`src/rtl/select_encode_reg.sv`:
```
// -----------------------------------------------------------------------------
// select_encode_reg
//
// Register select/encode unit sitting between the control unit and the
// general-purpose register file / bus mux. It keeps a private copy of the
// instruction register, decodes the Ra/Rb/Rc fields into a registered one-hot
// selection (with a validity flag), and gates that selection with the
// Rin/Rout/BAout strobes to produce per-register write/read enables.
// R0 used as a base address reads as zero on the bus, so BAout on R0 raises
// BA_zero instead of a read enable. The C immediate is sign-extended here too.
//
// Ports:
//   clock            system clock, rising edge
//   clear            asynchronous active-high reset
//   IRin             load instruction_in into the internal IR
//   instruction_in   instruction word from the bus
//   Gra/Grb/Grc      select Ra/Rb/Rc field (priority Gra > Grb > Grc)
//   Rin/Rout/BAout   write / read / base-address read strobes
//   R_in, R_out      one-hot register write / read enables
//   BA_zero          bus mux must drive zero (BAout on R0 without Rout)
//   C_sign_extended  sign-extended C immediate from the IR
//   sel_valid        a selection is latched and current
//   sel_error        sticky: more than one G line asserted in one cycle
//   ir_q             current IR contents
// -----------------------------------------------------------------------------
module select_encode_reg #(
  parameter int NUM_REGS   = 16,
  parameter int REG_BITS   = 4,
  parameter int DATA_WIDTH = 32,
  parameter int RA_MSB     = 26,
  parameter int IMM_WIDTH  = 19
) (
  input  logic                  clock,
  input  logic                  clear,
  input  logic                  IRin,
  input  logic [DATA_WIDTH-1:0] instruction_in,
  input  logic                  Gra,
  input  logic                  Grb,
  input  logic                  Grc,
  input  logic                  Rin,
  input  logic                  Rout,
  input  logic                  BAout,
  output logic [NUM_REGS-1:0]   R_in,
  output logic [NUM_REGS-1:0]   R_out,
  output logic                  BA_zero,
  output logic [DATA_WIDTH-1:0] C_sign_extended,
  output logic                  sel_valid,
  output logic                  sel_error,
  output logic [DATA_WIDTH-1:0] ir_q
);

  localparam int RB_MSB = RA_MSB - REG_BITS;
  localparam int RC_MSB = RB_MSB - REG_BITS;

  logic [DATA_WIDTH-1:0] ir_d;
  logic [NUM_REGS-1:0]   sel_q;
  logic [NUM_REGS-1:0]   sel_d;
  logic                  sel_valid_q;
  logic                  sel_valid_d;
  logic                  sel_error_q;
  logic                  sel_error_d;

  logic [REG_BITS-1:0]   ra_s;
  logic [REG_BITS-1:0]   rb_s;
  logic [REG_BITS-1:0]   rc_s;
  logic [REG_BITS-1:0]   field_s;
  logic                  g_any_s;
  logic                  g_conflict_s;
  logic [NUM_REGS-1:0]   ba_mask_s;

  // Fields always come from the held IR, never from the bus.
  assign ra_s = ir_q[RA_MSB -: REG_BITS];
  assign rb_s = ir_q[RB_MSB -: REG_BITS];
  assign rc_s = ir_q[RC_MSB -: REG_BITS];

  assign g_any_s      = Gra | Grb | Grc;
  assign g_conflict_s = (Gra & Grb) | (Gra & Grc) | (Grb & Grc);

  // IR next state: load on IRin, otherwise hold.
  always_comb begin
    ir_d = ir_q;
    if (IRin) begin
      ir_d = instruction_in;
    end else begin
      ir_d = ir_q;
    end
  end

  // Selection next state. IRin wins over G so a selection is never decoded
  // from the IR that is about to be replaced; no G means hold, letting the
  // control unit pulse G once and strobe Rin/Rout for several cycles.
  always_comb begin
    field_s     = rc_s;
    sel_d       = sel_q;
    sel_valid_d = sel_valid_q;
    sel_error_d = sel_error_q;
    if (Gra) begin
      field_s = ra_s;
    end else if (Grb) begin
      field_s = rb_s;
    end else begin
      field_s = rc_s;
    end
    if (IRin) begin
      sel_d       = {NUM_REGS{1'b0}};
      sel_valid_d = 1'b0;
    end else if (g_any_s) begin
      sel_d       = {{(NUM_REGS-1){1'b0}}, 1'b1} << field_s;
      sel_valid_d = 1'b1;
      sel_error_d = sel_error_q | g_conflict_s;
    end else begin
      sel_d       = sel_q;
      sel_valid_d = sel_valid_q;
    end
  end

  // State registers with asynchronous clear.
  always_ff @(posedge clock or posedge clear) begin
    if (clear) begin
      ir_q        <= {DATA_WIDTH{1'b0}};
      sel_q       <= {NUM_REGS{1'b0}};
      sel_valid_q <= 1'b0;
      sel_error_q <= 1'b0;
    end else begin
      ir_q        <= ir_d;
      sel_q       <= sel_d;
      sel_valid_q <= sel_valid_d;
      sel_error_q <= sel_error_d;
    end
  end

  // BAout reads every register except R0; R0 as a base means literal zero.
  assign ba_mask_s = {{(NUM_REGS-1){BAout}}, 1'b0};

  assign R_in    = sel_q & {NUM_REGS{sel_valid_q & Rin}};
  assign R_out   = sel_q & {NUM_REGS{sel_valid_q}} & ({NUM_REGS{Rout}} | ba_mask_s);
  assign BA_zero = sel_q[0] & sel_valid_q & BAout & ~Rout;

  assign C_sign_extended = {{(DATA_WIDTH-IMM_WIDTH){ir_q[IMM_WIDTH-1]}}, ir_q[IMM_WIDTH-1:0]};

  assign sel_valid = sel_valid_q;
  assign sel_error = sel_error_q;

endmodule

```
`config.mk`:
```
export PLATFORM = sky130hd
export DESIGN_NAME = select_encode_reg
export DESIGN_NICKNAME = d
export VERILOG_FILES = /design/src/rtl/select_encode_reg.sv
export SDC_FILE = /design/constraint.sdc
export NUM_CORES = 1
export LEC_CHECK = 0
export CAP_MARGIN = 20
export CORE_MARGIN = 1
export CORE_UTILIZATION = 55
export DETAILED_ROUTE_END_ITERATION = 10
export DONT_BUFFER_PORTS = 1
export GPL_ROUTABILITY_DRIVEN = 0
export GPL_TIMING_DRIVEN = 0
export PLACE_DENSITY = 0.78
export SLEW_MARGIN = 15
export SYNTH_ARGS = -nofsm -noshare
export SYNTH_HDL_FRONTEND = slang
export SYNTH_SLANG_ARGS = --single-unit
```
`constraint.sdc`:
```
create_clock -name clock -period 4.1 [get_ports clock]
set_input_delay 0.82 -clock clock [delete_from_list [all_inputs] [get_ports clock]]
set_output_delay 0.82 -clock clock [all_outputs]
set_load 0.02 [all_outputs]
```
# == After elaboration in Yosys (flattened, before gate mapping) ==
# Index checks and enable logic that the tools add are counted.
# totals
ff_bits,50
latchBits,0
mem_bits_rw,0
mem_bits_ro,0
out_inout_bits,99
wordCells,31
mem_count,0
# classes
addsub,0
mul,0
div_mod_pow,0
order_cmp,0
n_eq_ne,0
n_shift,1
muxes,6
bitwise,18
n_reduce_logical,2
# op_table
op,n
bitwise AND 16 bit,3
two-way mux 16 bit,2
bitwise OR 16 bit,1
left shift 1 x 4 -> 16 bit (first input constant),1
two-way mux 4 bit,2
bitwise AND 1 bit,7
bitwise OR 1 bit,5
two-way mux 1 bit,2
inverter 1 bit,2
AND reduction 2 bit,1
nonzero test 2 bit,1

# == Longest topological paths before layout ==
# depth
word_depth,5
mapped_depth,6
ltp_nobuf,4

# == Worst setup path before layout ==
# No wires, ideal clock.
# synth_timing
path_type,in2out
startpoint,in BAout
endpoint,out R_out[10]
arrival_ps,1435
required_ps,3280
setup_slack_ps,1845
cell_stages,3
cell_sequence,o21a_1 > clkbuf_1 > and2_1
# synth_via
elab_chain_cells,2
# synth_lines
element,line_no,text
"start, declared",42,"input logic BAout,"
bitwise OR 16 bit,136,assign R_out = sel_q & {NUM_REGS{sel_valid_q}} & ({NUM_REGS{Rout}} | ba_mask_s);
bitwise AND 16 bit,136,
"end, declared",44,"output logic [NUM_REGS-1:0] R_out,"
# Every way passes these cells.

# == Worst setup path in the final report ==
# layout_timing
startpoint,"reg sel_valid_q, in the netlist sel_valid"
endpoint,out R_in[15]
# layout_via
elab_chain_cells,2
# layout_lines
element,line_no,text
"start, declared",58,logic sel_valid_q;
"start signal, assigned",127,sel_valid_q <= sel_valid_d;
bitwise AND 1 bit,135,assign R_in = sel_q & {NUM_REGS{sel_valid_q & Rin}};
bitwise AND 16 bit,135,
"end, declared",43,"output logic [NUM_REGS-1:0] R_in,"
# Every way passes these cells.

==> impl_metrics.toml <==
[run_status]
status = "finished, violations left"
violations = "DRC"

[cells_and_area]
antenna_cells = 0
layout-drive-gt1-share_pct = 31.2
fillerInstances = 360
nNetsFinal = 287
final-instance-count-excl-fill = 299
area_growth_pct = 7.07

[logic_synthesis]
synth_area_leaders = "dfrtp_1 (48%), mux2_2 (11%), buf_4 (9.2%)"
async_flop_share_pct = 100
yosysTopAreaCellShare_pct = 48.1
synth_cell_type_count = 38
ys_ff_latch = 50
synth.most_common_cell = "dfrtp_1"
synth_common_cells = "dfrtp_1 (50), buf_4 (32), mux2_2 (25)"
synth.mux.area_fraction_pct = 15.7
yosys.area_share.xor_xnor_pct = 0
synth_compound_area_share_pct = 9.38
synthAdderAreaFrac_pct = 0.385
synth_top_family_by_area = "multiplexers"
synth_edf_count = 0
seq_area_frac_synth_pct = 48.1
postSynthAreaPerCell_um2 = 10.9
synth_top_area_cell = "dfrtp_1"
ys.flop_type = "dfrtp_1"
synthCells = 238
yosys_warnings = 0
synth_area_mm2 = 0.00260
synthSimpleGateAreaFrac_pct = 14.7
synth_fp_nets = 279

[power]
sw_frac_of_total_pct = 31.8
pwr-share-seq_pct = 54.9
internal_power_w = 0.000762
p_leak_nw = 1.32
combPwrFrac_pct = 19.4
vdd_ir_drop_max_v = 0.000221
netSwitchingPower_w = 0.000356
p_per_area_mw_per_mm2 = 401
fin_total_pwr_w = 0.00112
clkPwrFrac_pct = 25.7

[flow_run]
maxCapViolCount = 0

[drt]
wl_um = 5110
top_layer_used = "met4"
via_count = 1737
drt_iter0_markers = 134
met1_length_um = 1970
wl_met3_um = 459
avgViaCountPerCell = 5.81
drt_pass1_iterations = 8
drc = 18
drtAntennaViolNets = 0
routedWlPerCell_um = 17.1
met2WireLength_um = 2620

[global_route]
track_usage_pct = 21.3
grt_pass1_wl_um = 8130
grt_antenna_before_repair = 0
grt_max_degree = 27
first_global_vias = 1658
grt-ovfl-total = 0

[critical_path]
critPathMaxStageDelay_ns = 0.49
reg2reg_slack_ns = 2.07
cp.arrival_ns = 1.74
path_common_cell = "clkbuf_1"
path_cells = "clkbuf_1 > clkbuf_1 > and3_1"
path_max_fanout = 10
critPathCaptureType = "output port"
critical_path_class = "reg -> out"
required_ns = 3.28
cp-start-kind = "flip-flop"
cp_slowest_cell = "dfrtp_1"

[floorplanning]
io_pins = 140
dieWidth_um = 70.8
die_area_mm2 = 0.00501
die_y_um = 70.8
start_util_pct = 58.5
rows = 24
coreArea_mm2 = 0.00444

[place]
portBuffers = 0
place_worst_setup_slack_ns = 1.70
hpwl_um = 4030
dpl.cell_count = 291

[timing]
setup-violations-final = 0
hold_violations = 0
skew_ns = 0.00446
relSlewSlack_pct = 58.6
finalCritPeriodShare_pct = 62.4
fin_ws_ns = 1.54
fmax_ghz = 0.391
grt_setup_unrepaired = "false"
fin_crit_ns = 2.56
holdWs_ns = 0.457
tns_ns = 0
slew_viol_final = 0
worst_slew_pin_slew_ns = 0.622

[clock_tree]
root_buffer = "clkbuf_8"
h-tree-depth = 2
clk_pin_slew_ns = 0.09
clkLatencyLatePin_ns = 0.29
cts.repair.resized = 0
ctsHoldBuffers = 0
numCtsBuffers = 5
post_cts_buffers = 0
cts.sinks = 50
clockBufferDepth = 2
tritoncts = "built"

[hold_path]
holdCritPathClass = "in -> async"
## flip-flops by register name, indices dropped and copies added (netlist names)
name / count
sel_q: 16
sel_valid: 1
ir_q: 32
sel_error: 1
## path summary, 6_finish.rpt
| check | startpoint | to | depth (start not counted) |
|---|---|---|---|
| min in group clock | sel_q[5] | sel_q[5] | 2 |
| worst min-delay path | clear | ir_q[8] | 1 |
| worst max-delay path | sel_valid | R_in[15] | 3 |
| worst max register to register | ir_q[18] | sel_q[0] | 4 |
| worst min register to register | sel_q[5] | sel_q[5] | 2 |
| max in group asynchronous | clear | sel_q[14] | 2 |
## critical path, delay by kind of cell, from the launching register on
kind,cells,cell delay (ns)
buffers and inverters,2,0.61
and+or+nand+nor,1,0.34
DFF,1,0.49
## layout by cell type, fill, tap and decap left out, types with 4 or more instances in the layout
master and count:
a32o_1 6, mux2i_1 4, and3_1 17, buf_4 32
mux2_1 5, o21ai_0 11, clkbuf_8 6, nor2_1 4
clkbuf_1 10, inv_1 4, and2_1 15, mux2_2 25
dfrtp_1 50, nand2_1 17, nand3_1 5
## power groups by stage
| stage | clock network, W | registers (W) | logic (W) |
|---|---|---|---|
| after CTS | 0.000295 | 0.000615 | 0.000219 |
| after floorplan | 0 | 0.000610 | 0.000192 |
| after global placement | 0 | 0.000622 | 0.000211 |
| after detailed placement | 0 | 0.000624 | 0.000219 |
| final | 0.000287 | 0.000613 | 0.000217 |
| after global routing | 0.000317 | 0.000621 | 0.000233 |
## area by class of cell
type | instances | area (um^2) | area share [%]
Buffer | 43 | 284 | 10.2
Tap cell | 52 | 65.1 | 2.34
Inverter | 6 | 22.5 | 0.809
Sequential cell | 50 | 1250 | 44.9
Clock inverter | 1 | 5.00 | 0.180
Clock buffer | 7 | 86.3 | 3.10
Timing Repair Buffer | 1 | 27.5 | 0.988
Multi-Input combinational cell | 139 | 1040 | 37.5
## cell families (layout without fill, tap and decap cells)
kind of cell | Yosys count | after routing
and+or+nand+nor | 68 | 68
DFF | 50 | 50
buffers and inverters | 49 | 58
muxes | 36 | 36
AOI/OAI and AO/OA | 34 | 34
adders and majority gates | 1 | 1
## per-layer routing
| layer | GRT usage [%] | vias to the layer above |
|---|---|---|
| met5 | 0 | - |
| met4 | 6.89 | 0 |
| met3 | 8.69 | 6 |
| met2 | 36.6 | 95 |
| met1 | 24.1 | 814 |
| li1 | - | 822 |
## through the flow
step,area [um^2],util [%]
finish,2790,62.7
global route,2790,62.7
CTS,2790,62.7
detailed placement,2690,60.6
global placement,2670,60.0
floorplan,2600,-
No activity file was read; power rests on OpenSTA's default activity.
